$ cat src/rtl/pipeline_trace_buffer.sv
// Write-back trace capture for the pipeline CPU: circular history of retiring
// register writes tagged with stall/flush activity, frozen a set number of entries after a trigger.
module pipeline_trace_buffer #(
    parameter int DEPTH  = 16,
    parameter int DATA_W = 32,
    parameter int PC_W   = 32,
    localparam int AW    = $clog2(DEPTH)
) (
    input  logic              clk,
    input  logic              reset,
    input  logic              wb_valid,
    input  logic [4:0]        wb_rd,
    input  logic [DATA_W-1:0] wb_data,
    input  logic [PC_W-1:0]   wb_pc,
    input  logic              stall_in,
    input  logic              flush_in,
    input  logic              arm,
    input  logic [1:0]        trig_mode,
    input  logic [4:0]        trig_rd,
    input  logic [PC_W-1:0]   trig_pc,
    input  logic [AW:0]       post_count,
    input  logic              rd_en,
    input  logic [AW-1:0]     rd_addr,
    output logic              rd_valid,
    output logic              rd_err,
    output logic [4:0]        rd_rd,
    output logic [DATA_W-1:0] rd_data,
    output logic [PC_W-1:0]   rd_pc,
    output logic [1:0]        rd_flags,
    output logic [1:0]        state,
    output logic [AW:0]       count,
    output logic              triggered,
    output logic              done,
    output logic [15:0]       stall_cycles
);

    typedef enum logic [1:0] {
        S_IDLE  = 2'd0,
        S_ARMED = 2'd1,
        S_POST  = 2'd2,
        S_DONE  = 2'd3
    } state_e;

    localparam int ENTRY_W            = 5 + DATA_W + PC_W + 2;
    localparam logic [AW:0]   DEPTH_C = (AW+1)'(DEPTH);
    localparam logic [AW:0]   CNT_ONE = (AW+1)'(1);
    localparam logic [AW:0]   CNT_ZERO = (AW+1)'(0);
    localparam logic [AW-1:0] PTR_ONE = AW'(1);
    localparam logic [AW-1:0] PTR_ZERO = AW'(0);

    state_e               state_q, state_d;
    logic [AW-1:0]        wr_ptr_q, wr_ptr_d;
    logic [AW:0]          count_q, count_d;
    logic [AW:0]          post_left_q, post_left_d;
    logic                 stall_seen_q, stall_seen_d;
    logic                 flush_seen_q, flush_seen_d;
    logic [15:0]          stall_cycles_q, stall_cycles_d;
    logic                 triggered_q, triggered_d;
    logic                 done_q;
    logic [1:0]           mode_q, mode_d;
    logic [4:0]           trig_rd_q, trig_rd_d;
    logic [PC_W-1:0]      trig_pc_q, trig_pc_d;
    logic [ENTRY_W-1:0]   mem_q [DEPTH];

    logic                 active_s;
    logic                 cap_s;
    logic                 fire_s;
    logic                 wr_en_s;
    logic [ENTRY_W-1:0]   wr_entry_s;
    logic [AW:0]          post_clamp_s;
    logic [AW-1:0]        rd_idx_s;
    logic                 rd_oob_s;
    logic [ENTRY_W-1:0]   rd_entry_s;

    logic                 rd_valid_q;
    logic                 rd_err_q;
    logic [4:0]           rd_rd_q;
    logic [DATA_W-1:0]    rd_data_q;
    logic [PC_W-1:0]      rd_pc_q;
    logic [1:0]           rd_flags_q;

    // Capture qualification, trigger match and read addressing relative to the oldest entry
    always_comb begin
        active_s     = (state_q == S_ARMED) || (state_q == S_POST);
        cap_s        = active_s && wb_valid && (wb_rd != 5'd0);
        post_clamp_s = (post_count > DEPTH_C) ? DEPTH_C : post_count;
        wr_entry_s   = {wb_rd, wb_data, wb_pc, stall_seen_q | stall_in, flush_seen_q | flush_in};
        rd_idx_s     = wr_ptr_q - count_q[AW-1:0] + rd_addr;
        rd_oob_s     = ({1'b0, rd_addr} >= count_q);
        rd_entry_s   = mem_q[rd_idx_s];
        case (mode_q)
            2'd1:    fire_s = cap_s && (wb_rd == trig_rd_q);
            2'd2:    fire_s = cap_s && (wb_pc == trig_pc_q);
            2'd3:    fire_s = flush_in;
            default: fire_s = 1'b0;
        endcase
    end

    // Next-state logic: arm overrides everything, otherwise capture/trigger sequencing
    always_comb begin
        state_d        = state_q;
        wr_ptr_d       = wr_ptr_q;
        count_d        = count_q;
        post_left_d    = post_left_q;
        stall_seen_d   = stall_seen_q;
        flush_seen_d   = flush_seen_q;
        stall_cycles_d = stall_cycles_q;
        triggered_d    = triggered_q;
        mode_d         = mode_q;
        trig_rd_d      = trig_rd_q;
        trig_pc_d      = trig_pc_q;
        wr_en_s        = 1'b0;
        if (arm) begin
            wr_ptr_d       = PTR_ZERO;
            count_d        = CNT_ZERO;
            stall_seen_d   = 1'b0;
            flush_seen_d   = 1'b0;
            stall_cycles_d = 16'd0;
            triggered_d    = 1'b0;
            mode_d         = trig_mode;
            trig_rd_d      = trig_rd;
            trig_pc_d      = trig_pc;
            post_left_d    = post_clamp_s;
            if (trig_mode == 2'd0) begin
                triggered_d = 1'b1;
                state_d     = (post_clamp_s == CNT_ZERO) ? S_DONE : S_POST;
            end else begin
                state_d     = S_ARMED;
            end
        end else if (active_s) begin
            if (stall_in && (stall_cycles_q != 16'hFFFF)) begin
                stall_cycles_d = stall_cycles_q + 16'd1;
            end else begin
                stall_cycles_d = stall_cycles_q;
            end
            // Flags restart from this cycle's activity once they have been stored
            if (cap_s) begin
                wr_en_s      = 1'b1;
                wr_ptr_d     = wr_ptr_q + PTR_ONE;
                count_d      = (count_q == DEPTH_C) ? count_q : count_q + CNT_ONE;
                stall_seen_d = stall_in;
                flush_seen_d = flush_in;
            end else begin
                stall_seen_d = stall_seen_q | stall_in;
                flush_seen_d = flush_seen_q | flush_in;
            end
            case (state_q)
                S_ARMED: begin
                    if (fire_s) begin
                        triggered_d = 1'b1;
                        if ((mode_q == 2'd3) && cap_s && (post_left_q != CNT_ZERO)) begin
                            post_left_d = post_left_q - CNT_ONE;
                        end else begin
                            post_left_d = post_left_q;
                        end
                        state_d = (post_left_d == CNT_ZERO) ? S_DONE : S_POST;
                    end else begin
                        state_d = S_ARMED;
                    end
                end
                S_POST: begin
                    if (cap_s) begin
                        post_left_d = post_left_q - CNT_ONE;
                        state_d     = (post_left_q == CNT_ONE) ? S_DONE : S_POST;
                    end else begin
                        state_d     = S_POST;
                    end
                end
                default: state_d = state_q;
            endcase
        end else begin
            state_d = state_q;
        end
    end

    // Control and status registers
    always_ff @(posedge clk) begin
        if (reset) begin
            state_q        <= S_IDLE;
            wr_ptr_q       <= PTR_ZERO;
            count_q        <= CNT_ZERO;
            post_left_q    <= CNT_ZERO;
            stall_seen_q   <= 1'b0;
            flush_seen_q   <= 1'b0;
            stall_cycles_q <= 16'd0;
            triggered_q    <= 1'b0;
            done_q         <= 1'b0;
            mode_q         <= 2'd0;
            trig_rd_q      <= 5'd0;
            trig_pc_q      <= {PC_W{1'b0}};
        end else begin
            state_q        <= state_d;
            wr_ptr_q       <= wr_ptr_d;
            count_q        <= count_d;
            post_left_q    <= post_left_d;
            stall_seen_q   <= stall_seen_d;
            flush_seen_q   <= flush_seen_d;
            stall_cycles_q <= stall_cycles_d;
            triggered_q    <= triggered_d;
            done_q         <= (state_d == S_DONE);
            mode_q         <= mode_d;
            trig_rd_q      <= trig_rd_d;
            trig_pc_q      <= trig_pc_d;
        end
    end

    // Trace RAM; left uninitialised since count gates every read
    always_ff @(posedge clk) begin
        if (wr_en_s && !reset) begin
            mem_q[wr_ptr_q] <= wr_entry_s;
        end
    end

    // Registered read port; sees the RAM as it was before a same-edge capture
    always_ff @(posedge clk) begin
        if (reset) begin
            rd_valid_q <= 1'b0;
            rd_err_q   <= 1'b0;
            rd_rd_q    <= 5'd0;
            rd_data_q  <= {DATA_W{1'b0}};
            rd_pc_q    <= {PC_W{1'b0}};
            rd_flags_q <= 2'd0;
        end else if (rd_en) begin
            rd_valid_q <= 1'b1;
            rd_err_q   <= rd_oob_s;
            if (rd_oob_s) begin
                rd_rd_q    <= 5'd0;
                rd_data_q  <= {DATA_W{1'b0}};
                rd_pc_q    <= {PC_W{1'b0}};
                rd_flags_q <= 2'd0;
            end else begin
                rd_rd_q    <= rd_entry_s[ENTRY_W-1 -: 5];
                rd_data_q  <= rd_entry_s[2+PC_W +: DATA_W];
                rd_pc_q    <= rd_entry_s[2 +: PC_W];
                rd_flags_q <= rd_entry_s[1:0];
            end
        end else begin
            rd_valid_q <= 1'b0;
            rd_err_q   <= 1'b0;
        end
    end

    assign rd_valid     = rd_valid_q;
    assign rd_err       = rd_err_q;
    assign rd_rd        = rd_rd_q;
    assign rd_data      = rd_data_q;
    assign rd_pc        = rd_pc_q;
    assign rd_flags     = rd_flags_q;
    assign state        = state_q;
    assign count        = count_q;
    assign triggered    = triggered_q;
    assign done         = done_q;
    assign stall_cycles = stall_cycles_q;

endmodule

$ cat config.mk
export PLATFORM = sky130hd
export DESIGN_NAME = pipeline_trace_buffer
export DESIGN_NICKNAME = d
export VERILOG_FILES = /design/src/rtl/pipeline_trace_buffer.sv
export SDC_FILE = /design/constraint.sdc
export NUM_CORES = 1
export LEC_CHECK = 0
export ABC_AREA = 1
export ABC_CLOCK_PERIOD_IN_PS = 16650
export CAP_MARGIN = 25
export CORE_AREA = 2 2 390 392
export CTS_BUF_LIST = sky130_fd_sc_hd__clkbuf_4
export CTS_CLUSTER_DIAMETER = 120
export DETAILED_ROUTE_END_ITERATION = 12
export DIE_AREA = 0 0 392 394
export GPL_ROUTABILITY_DRIVEN = 1
export SLEW_MARGIN = 25
export SYNTH_ARGS = -nofsm -noshare
export SYNTH_HDL_FRONTEND = slang
export SYNTH_SLANG_ARGS = --single-unit
$ cat constraint.sdc
create_clock -name clk -period 16.65 [get_ports clk]
set_input_delay 3.33 -clock clk [delete_from_list [all_inputs] [get_ports clk]]
set_output_delay 3.33 -clock clk [all_outputs]
set_load 0.05 [all_outputs]
# ---- Word level (Yosys, flattened, before mapping)
# Memories as Yosys holds them, arrays and structs flattened.
# Cells that the tools add are included.
dict set report word_totals {
  ram_bits 1136
  output_inout_bits 98
  memories 1
  wordCells 108
  inputBits 124
  reg_bits 148
}
# name depth word_bits rd rd_ports_with_merged_regs wr line
set mem_list {}
lappend mem_list {mem_q 16 71 1 0 1 63} ;# logic [ENTRY_W-1:0] mem_q [DEPTH];
dict set report op_classes {
  n_reduce_logical 26
  bitwise_logic 4
  n_eq_ne 13
  order_cmp 2
  add_sub_neg 6
  n_mux 38
}
# op n
set ops {}
lappend ops {{$mux W32} 2}
lappend ops {{$mux W5} 11}
lappend ops {{$eq A32 B32 Y1} 1}
lappend ops {{$mux W1} 17}
lappend ops {{$add A16 B1 Y16 const B} 1}
lappend ops {{$ne A16 B16 Y1 const B} 1}
lappend ops {{$logic_not A5 Y1} 2}
lappend ops {{$mux W2} 5}
lappend ops {{$pmux W5 S2} 1}
lappend ops {{$reduce_bool A5 Y1} 2}
lappend ops {{$eq A2 B2 Y1 const B} 4}
lappend ops {{$logic_and A1 B1 Y1} 8}
lappend ops {{$ne A3 B3 Y1 const B} 2}
lappend ops {{$reduce_and A3 Y1} 2}
lappend ops {{$reduce_bool A2 Y1} 3}
lappend ops {{$add A5 B1 Y5 const B} 1}
lappend ops {{$eq A5 B1 Y1 const B} 1}
lappend ops {{$eq A5 B5 Y1} 1}
lappend ops {{$eq A5 B5 Y1 const B} 1}
lappend ops {{$ge A4 B5 Y1} 1}
lappend ops {{$gt A5 B5 Y1 const B} 1}
lappend ops {{$sub A5 B1 Y5 const B} 1}
lappend ops {{$add A4 B1 Y4 const B} 1}
lappend ops {{$add A4 B4 Y4} 1}
lappend ops {{other kinds (13)} 18}

# ---- Longest topological paths before layout
# Gate-level depths: netlist of the first run.
dict set report logic_depth {
  word_depth 18
  depth_mapped 16
  mapped_depth_nobuf 16
}

# ---- Worst setup path after synthesis of the first run
# No wires, ideal clock.
dict set report synth_path {
  path_type {input-to-reg}
  start {in arm}
  end {mem mem_q[11][0] (netlist name) (enable)}
  path_slack_ns 6.988
  n_path_buf 2
  arrival_time_ns 9.075
  path_stages 5
  required_time_ns 16.063
  setup_ns 0.587
  path_cell_list {buf_2 > nor2_1 > inv_1 > clkbuf_1 > nor3_1}
}
dict set report synth_via {
  elab_chain_len 4
}
# element line
set synth_lines {}
lappend synth_lines {{start, declared} 17} ;# input logic arm,
lappend synth_lines {{$mux W1} 113} ;# if (arm) begin
lappend synth_lines {{$logic_and A1 B1 Y1} 209} ;# if (wr_en_s && !reset) begin
lappend synth_lines {{$mux W1} 209}
lappend synth_lines {{$mux W1 (implied by the code)} 210} ;# mem_q[wr_ptr_q] <= wr_entry_s;
lappend synth_lines {{end, declared} 63}
# Every way passes these cells.

# ---- Final worst setup path of the first run
dict set report layout_path {
  start {in rd_addr[1]}
  end {reg rd_pc_q[6], in the netlist rd_pc[6]}
}
dict set report layout_via {
  elab_chain_len 3
  word_cells_on_any_way 4
  cone_classes {add/sub (1); order compare (1); mux (1); memory (1)}
}
# element line
set layout_lines {}
lappend layout_lines {{start, declared} 23} ;# input logic [AW-1:0] rd_addr,
lappend layout_lines {{$add A4 B4 Y4} 88} ;# rd_idx_s = wr_ptr_q - count_q[AW-1:0] + rd_addr;
lappend layout_lines {{$mem_v2 Z16 W71} -}
lappend layout_lines {{$mux W32 (*)} 226} ;# if (rd_oob_s) begin
lappend layout_lines {{end signal, assigned} 221} ;# rd_pc_q <= {PC_W{1'b0}};
lappend layout_lines {{end signal, assigned} 229} ;# rd_pc_q <= {PC_W{1'b0}};
lappend layout_lines {{end signal, assigned} 234} ;# rd_pc_q <= rd_entry_s[2 +: PC_W];
lappend layout_lines {{end, declared} 79} ;# logic [PC_W-1:0] rd_pc_q;
# Every way passes the cells marked *; elsewhere a longest branch is shown, timed or not.
# A chain may end at the register's enable or synchronous reset.

==> results.json, run 1 <==
{
  "critPathCaptureType": "flop",
  "final_area_um2": 61100,
  "p_leak_nw": 21.8,
  "drcViolationCount": 0,
  "syn-num-nets": 4291,
  "finalHoldViolations": 0,
  "final_layout_size_suffix_gt1_share_pct": 13.5,
  "tritoncts": "done",
  "ys.warnings.count": 0,
  "cts_hold_buf": 0,
  "die_w_um": 392,
  "synth.distinct_cells": 39,
  "cts_sinks": 1284,
  "hold_path_depth": 2,
  "clockBufferDepth": 4,
  "synth_top_cell_area_share_pct": 65.1,
  "port_buffers": 221,
  "timing.final.setup_violations": 0,
  "ys_seq_area_share_pct": 70.8,
  "cp.arrival_ns": 8.39,
  "min-delay-start": "stall_seen_q",
  "rsz0062_at_grt": "false",
  "finalMaxSlewViolations": 0,
  "grt_overflow": 0,
  "rrSetupSlack_ns": 11.48,
  "fp.dieH_um": 394,
  "ys_async_sr_fraction_pct": 0,
  "gr-usage-met3_pct": 3.85,
  "netlist_top_cells_area": "edfxtp_1, dfxtp_1, mux2i_1",
  "ctsResizeCount": 0,
  "placedInstanceArea_um2": 56800,
  "start_kind": "input port",
  "die-area_um2": 154000,
  "status": "completed",
  "vias": 33672,
  "drv_cap": 0,
  "power_per_cell_area_nw_per_um2": 122,
  "fin_nets": 4682,
  "final_cell_mix": "edfxtp_1, a21oi_1, clkbuf_4",
  "synth_seq_cells": 1284,
  "path_class": "in2reg",
  "io_pins": 222,
  "dr.pass1.iters": 5,
  "cts_made_buffers": 350,
  "maxSlewHeadroom_pct": 18.8,
  "post-route-period-util_pct": 43.3,
  "cts_setup_buffers": 0,
  "grt_use_met1_pct": 23.5,
  "finalNonFillerCells": 6805,
  "initial_core_util_pct": 34.8,
  "worstPathRequired_ns": 17.82,
  "ant_nets": 0,
  "fmax_mhz": 139,
  "clk_pin_slew_ns": 0.07,
  "post_drt_wl_per_cell_um": 20.2,
  "clock_skew_ns": 0.0887,
  "grt_first_pass_wirelength_um": 205000,
  "core_area_um2": 151000,
  "synth_edf_count": 1136,
  "synth_area_um2": 52400,
  "gp_congestion": 0.774,
  "critPathMaxFanout": 141,
  "clock-root-buffer": "clkbuf_4",
  "dp_hpwl_um": 73500,
  "syn_avg_cell_area_um2": 12.7,
  "hold_class": "reg2reg",
  "netlist_instances": 4141,
  "top_usage_layer": "met2",
  "grt_max_degree": 198,
  "tns_ns": 0,
  "viasPerCell": 4.95,
  "period_minus_slack_ns": 7.22,
  "h-tree-depth": 5,
  "r2r-end": "rd_pc[3]",
  "drt_iter0_markers": 2739,
  "ir_worst_vdd_v": 0.0000838,
  "synth_ff_type": "edfxtp_1",
  "r2r_cells": 13,
  "insertion_delay_ns": 1.28,
  "yosys.area.top_type": "edfxtp_1",
  "grt_antenna_before_repair": 10,
  "grt_use_total_pct": 17.6,
  "r2r-start": "wr_ptr_q[0]",
  "rows": 143,
  "worstMarginPinSlew_ns": 1.22,
  "hold_path_end": "stall_seen_q",
  "dpl.cell_count": 6209,
  "routed_wl_um": 137000,
  "grt_pass1_vias": 33163,
  "grt_util_met2_pct": 28.2,
  "syn_to_final_growth_pct": 16.7,
  "mostFrequentLayoutCell": "edfxtp_1"
}
[worst max-delay path: stages]
cell and delay, ns:
clkdlybuf4s50_1 0.48, inv_1 0.06, fa_1 0.58, fa_1 0.50, inv_8 0.59, buf_4 0.88, buf_4 0.83, a21oi_1 0.09
o21ai_0 0.14, a21oi_1 0.10, o21ai_0 0.29, nand4_1 0.13, a21oi_1 0.16
[metrics by stage]
step | total power [mW] | worst slack (ns) | hold slack, ns | util (%)
detailed placement | 4.76 | 8.24 | 0.450 | 37.7
finish | 7.47 | 9.43 | 0.459 | 40.6
CTS | 7.56 | 9.62 | 0.459 | 40.6
global placement | 4.75 | 8.27 | 0.446 | 37.6
floorplan | 4.40 | 6.99 | 0.436 | -
global route | 7.84 | 9.30 | 0.483 | 40.6
[cell usage after synthesis (79+ instances only)]
| master | number |
|---|---|
| edfxtp_1 | 1136 |
| mux2i_1 | 284 |
| dfxtp_1 | 148 |
| clkbuf_1 | 130 |
| o21ai_0 | 404 |
| nor2_1 | 127 |
| a21boi_0 | 142 |
| o21ai_1 | 81 |
| inv_1 | 359 |
| a21oi_1 | 535 |
| nand4_1 | 79 |
| nand2_1 | 464 |
[routing by layer]
| metal | up-vias | part of all wire, % |
|---|---|---|
| met2 | 1099 | 48 |
| met3 | 227 | 6.0 |
| met5 | - | 0.0080 |
| met1 | 16468 | 44 |
| met4 | 2 | 2.5 |
| li1 | 15876 | - |
[where the power goes]
group	switching [mW]	total (mW)	internal, mW
Sequential	0.0257	3.56	3.53
Clock	1.26	2.78	1.52
Combinational	0.759	1.13	0.372
Total	2.04	7.47	5.42
[flip-flops by register name (all words and copies together) (netlist names), 2 cells and up]
register / flops
trig_pc_q: 32
mem_q: 1136
mode_q: 2
count: 5
rd_data: 32
state: 2
post_left_q: 5
rd_pc: 32
wr_ptr_q: 4
trig_rd_q: 5
rd_flags: 2
rd_rd: 5
stall_cycles: 16
[how the worst max path moves through the flow]
stage	cells past startpoint	end	start
after floorplan	5	mem_q[11][0]	arm
after global placement	13	rd_pc[6]	rd_addr[1]
after detailed placement	13	rd_pc[6]	rd_addr[1]
after CTS	13	rd_pc[6]	rd_addr[1]
after global routing	13	rd_pc[6]	rd_addr[1]
final	13	rd_pc[6]	rd_addr[1]
[cells by family after synthesis]
family                     count (synthesis)  share of synthesized area [%]
DFF                                     1284                           70.8
AOI/OAI and AO/OA                       1177                           12.0
and+or+nand+nor                          717                           5.65
buffers and inverters                    612                           4.77
muxes                                    284                           5.43
xor gates and xnor gates                  41                          0.700
adders and majority gates                 26                          0.664
[final cells by class]
class                           count  area [µm²]
Sequential cell                  1284       37100
Multi-Input combinational cell   2245       13000
Inverter                          363        1380
Fill cell                       14410       89500
Timing Repair Buffer              288        2830
Antenna cell                        9        22.5
Tap cell                         2030        2540
Clock inverter                     53         333
Clock buffer                      533        4000
(Power assumes the default switching activity.)
==> inputs of run 2 (changes only) <==
--- a/config.mk
+++ b/config.mk
@@ -6,7 +6,7 @@
 export NUM_CORES = 1
 export LEC_CHECK = 0
 export ABC_AREA = 1
-export ABC_CLOCK_PERIOD_IN_PS = 16650
+export ABC_CLOCK_PERIOD_IN_PS = 7300
 export CAP_MARGIN = 25
 export CORE_AREA = 2 2 390 392
 export CTS_BUF_LIST = sky130_fd_sc_hd__clkbuf_4
==> constraint.sdc (replaced) <==
create_clock -name clk -period 7.3 [get_ports clk]
set_input_delay 1.46 -clock clk [delete_from_list [all_inputs] [get_ports clk]]
set_output_delay 1.46 -clock clk [all_outputs]
set_load 0.05 [all_outputs]
==> results.json, run 2 (synthesized netlist as in run 1, its figures left out) <==
{
  "ctsResizeCount": 0,
  "clock-root-buffer": "clkbuf_4",
  "worstMarginPinSlew_ns": 1.02,
  "cp_cell_sequence": "clkdlybuf4s50_1",
  "critPathBufInv": 1,
  "worstPathRequired_ns": 5.84,
  "cts_made_buffers": 341,
  "critical_path.top_delay_family": "buffers and inverters",
  "dpl_worst_slack_ns": 2.11,
  "io_pins": 222,
  "critPathCaptureType": "primary output",
  "hold_class": "reg2reg",
  "maxSlewHeadroom_pct": 31.5,
  "initial_core_util_pct": 34.8,
  "drt_iter0_markers": 3174,
  "post-route-period-util_pct": 55.2,
  "core_area_um2": 151000,
  "crit_slowest_cell": "clkdlybuf4s50_1",
  "grt_overflow": 0,
  "viasPerCell": 4.94,
  "fin_nets": 4696,
  "drcViolationCount": 0,
  "cts_sinks": 1284,
  "status": "completed",
  "dr.pass1.iters": 6,
  "insertion_delay_ns": 1.23,
  "fmax_mhz": 248,
  "ir_worst_vdd_v": 0.000140,
  "cp.arrival_ns": 2.57,
  "grt_max_degree": 161,
  "routed_wl_um": 140000,
  "die_w_um": 392,
  "start_kind": "flop",
  "port_buffers": 221,
  "clk_pin_slew_ns": 0.07,
  "grt_use_total_pct": 18.0,
  "post_drt_wl_per_cell_um": 20.5,
  "vias": 33805,
  "h-tree-depth": 5,
  "final_layout_size_suffix_gt1_share_pct": 14.1,
  "critPathMaxFanout": 2,
  "max_stage_delay_ns": 0.87,
  "p_leak_nw": 22.0,
  "fp.dieH_um": 394,
  "grt_antenna_before_repair": 13,
  "gp_congestion": 0.767,
  "drv_cap": 0,
  "tritoncts": "done",
  "worst_slack_ns": 3.27,
  "cts_setup_buffers": 0,
  "period_minus_slack_ns": 4.03,
  "largest_reg_flops": 1136,
  "grt_first_pass_wirelength_um": 208000,
  "finalHoldViolations": 0,
  "path_class": "reg2out",
  "die-area_um2": 154000,
  "finalMaxSlewViolations": 0,
  "mostFrequentLayoutCell": "edfxtp_1",
  "grt_pass1_vias": 33461,
  "rsz0062_at_grt": "false",
  "rows": 143,
  "clockBufferDepth": 4,
  "tns_ns": 0,
  "power_per_cell_area_nw_per_um2": 277,
  "largest_register": "mem_q",
  "dp_hpwl_um": 74000,
  "clock_skew_ns": 0.0783,
  "final_cell_mix": "edfxtp_1, clkbuf_4, a21oi_1",
  "syn_to_final_growth_pct": 17.7,
  "cts_hold_buf": 0,
  "ant_nets": 0,
  "timing.final.setup_violations": 0
}
[run 2: changes by cell type in the layout (fill, tap and decap cells not counted), sizes merged]
cell / change
clkbuf: +5
clkinv: +13
buf: +24
inv: +4
diode: +1
clkdlybuf4s50: -1
bufinv: -2
[run 2: stage by stage]
stage	util, %	std cells	hold WS [ns]	total power [mW]	instance area [µm²]
after global routing	40.9	6848	0.483	17.9	61600
final	40.9	6849	0.463	17.0	61600
after CTS	40.9	6839	0.464	17.2	61600
after global placement	38.0	6231	0.452	10.9	57200
after floorplan	-	4141	0.436	10.0	52400
after detailed placement	38.0	6233	0.453	10.9	57200
[run 2: worst register-to-register path: cells and delay by family (launching register included)]
kind                     cells  cell delay, ns
AO/OA/AOI/OAI                5            0.65
adder cells (fa/ha/maj)      3            0.99
buffers and inverters        5            1.50
flip-flops                   1            0.38
AND/OR/NAND/NOR              1            0.11
[run 2: power breakdown]
group | switching [mW] | total, mW | internal [mW]
registers | 0.0674 | 8.12 | 8.06
logic | 1.72 | 2.62 | 0.897
clock network | 2.86 | 6.30 | 3.44
total | 4.65 | 17.0 | 12.4
[run 2: final cells by class]
class                           count  area (µm²)
Fill cell                       14335       89000
Sequential cell                  1284       37100
Multi-Input combinational cell   2245       13000
Clock buffer                      538        4040
Timing Repair Buffer              311        3270
Tap cell                         2030        2540
Inverter                          363        1380
Clock inverter                     68         340
Antenna cell                       10        25.0
[run 2: path summary, 6_finish.rpt]
| kind | slack, ns | cells after the start | endpoint | startpoint |
|---|---|---|---|---|
| setup / recovery | 3.27 | 1 | rd_data[13] | rd_data[13] |
| hold / removal | 0.46 | 2 | stall_cycles[8] | stall_cycles[8] |
| setup reg to reg | 3.61 | 14 | rd_pc[1] | wr_ptr_q[0] |
| hold reg to reg | 0.46 | 2 | stall_cycles[8] | stall_cycles[8] |
[run 2: layer usage]
layer	up-vias	wire [µm]	part of all wire (%)	global-route usage, %
met5	-	35	0.025	0
met4	6	3440	2.4	6.22
met3	224	10100	7.2	4.31
met2	1170	66900	48	29.0
met1	16483	60000	43	23.6
li1	15922	-	-	-
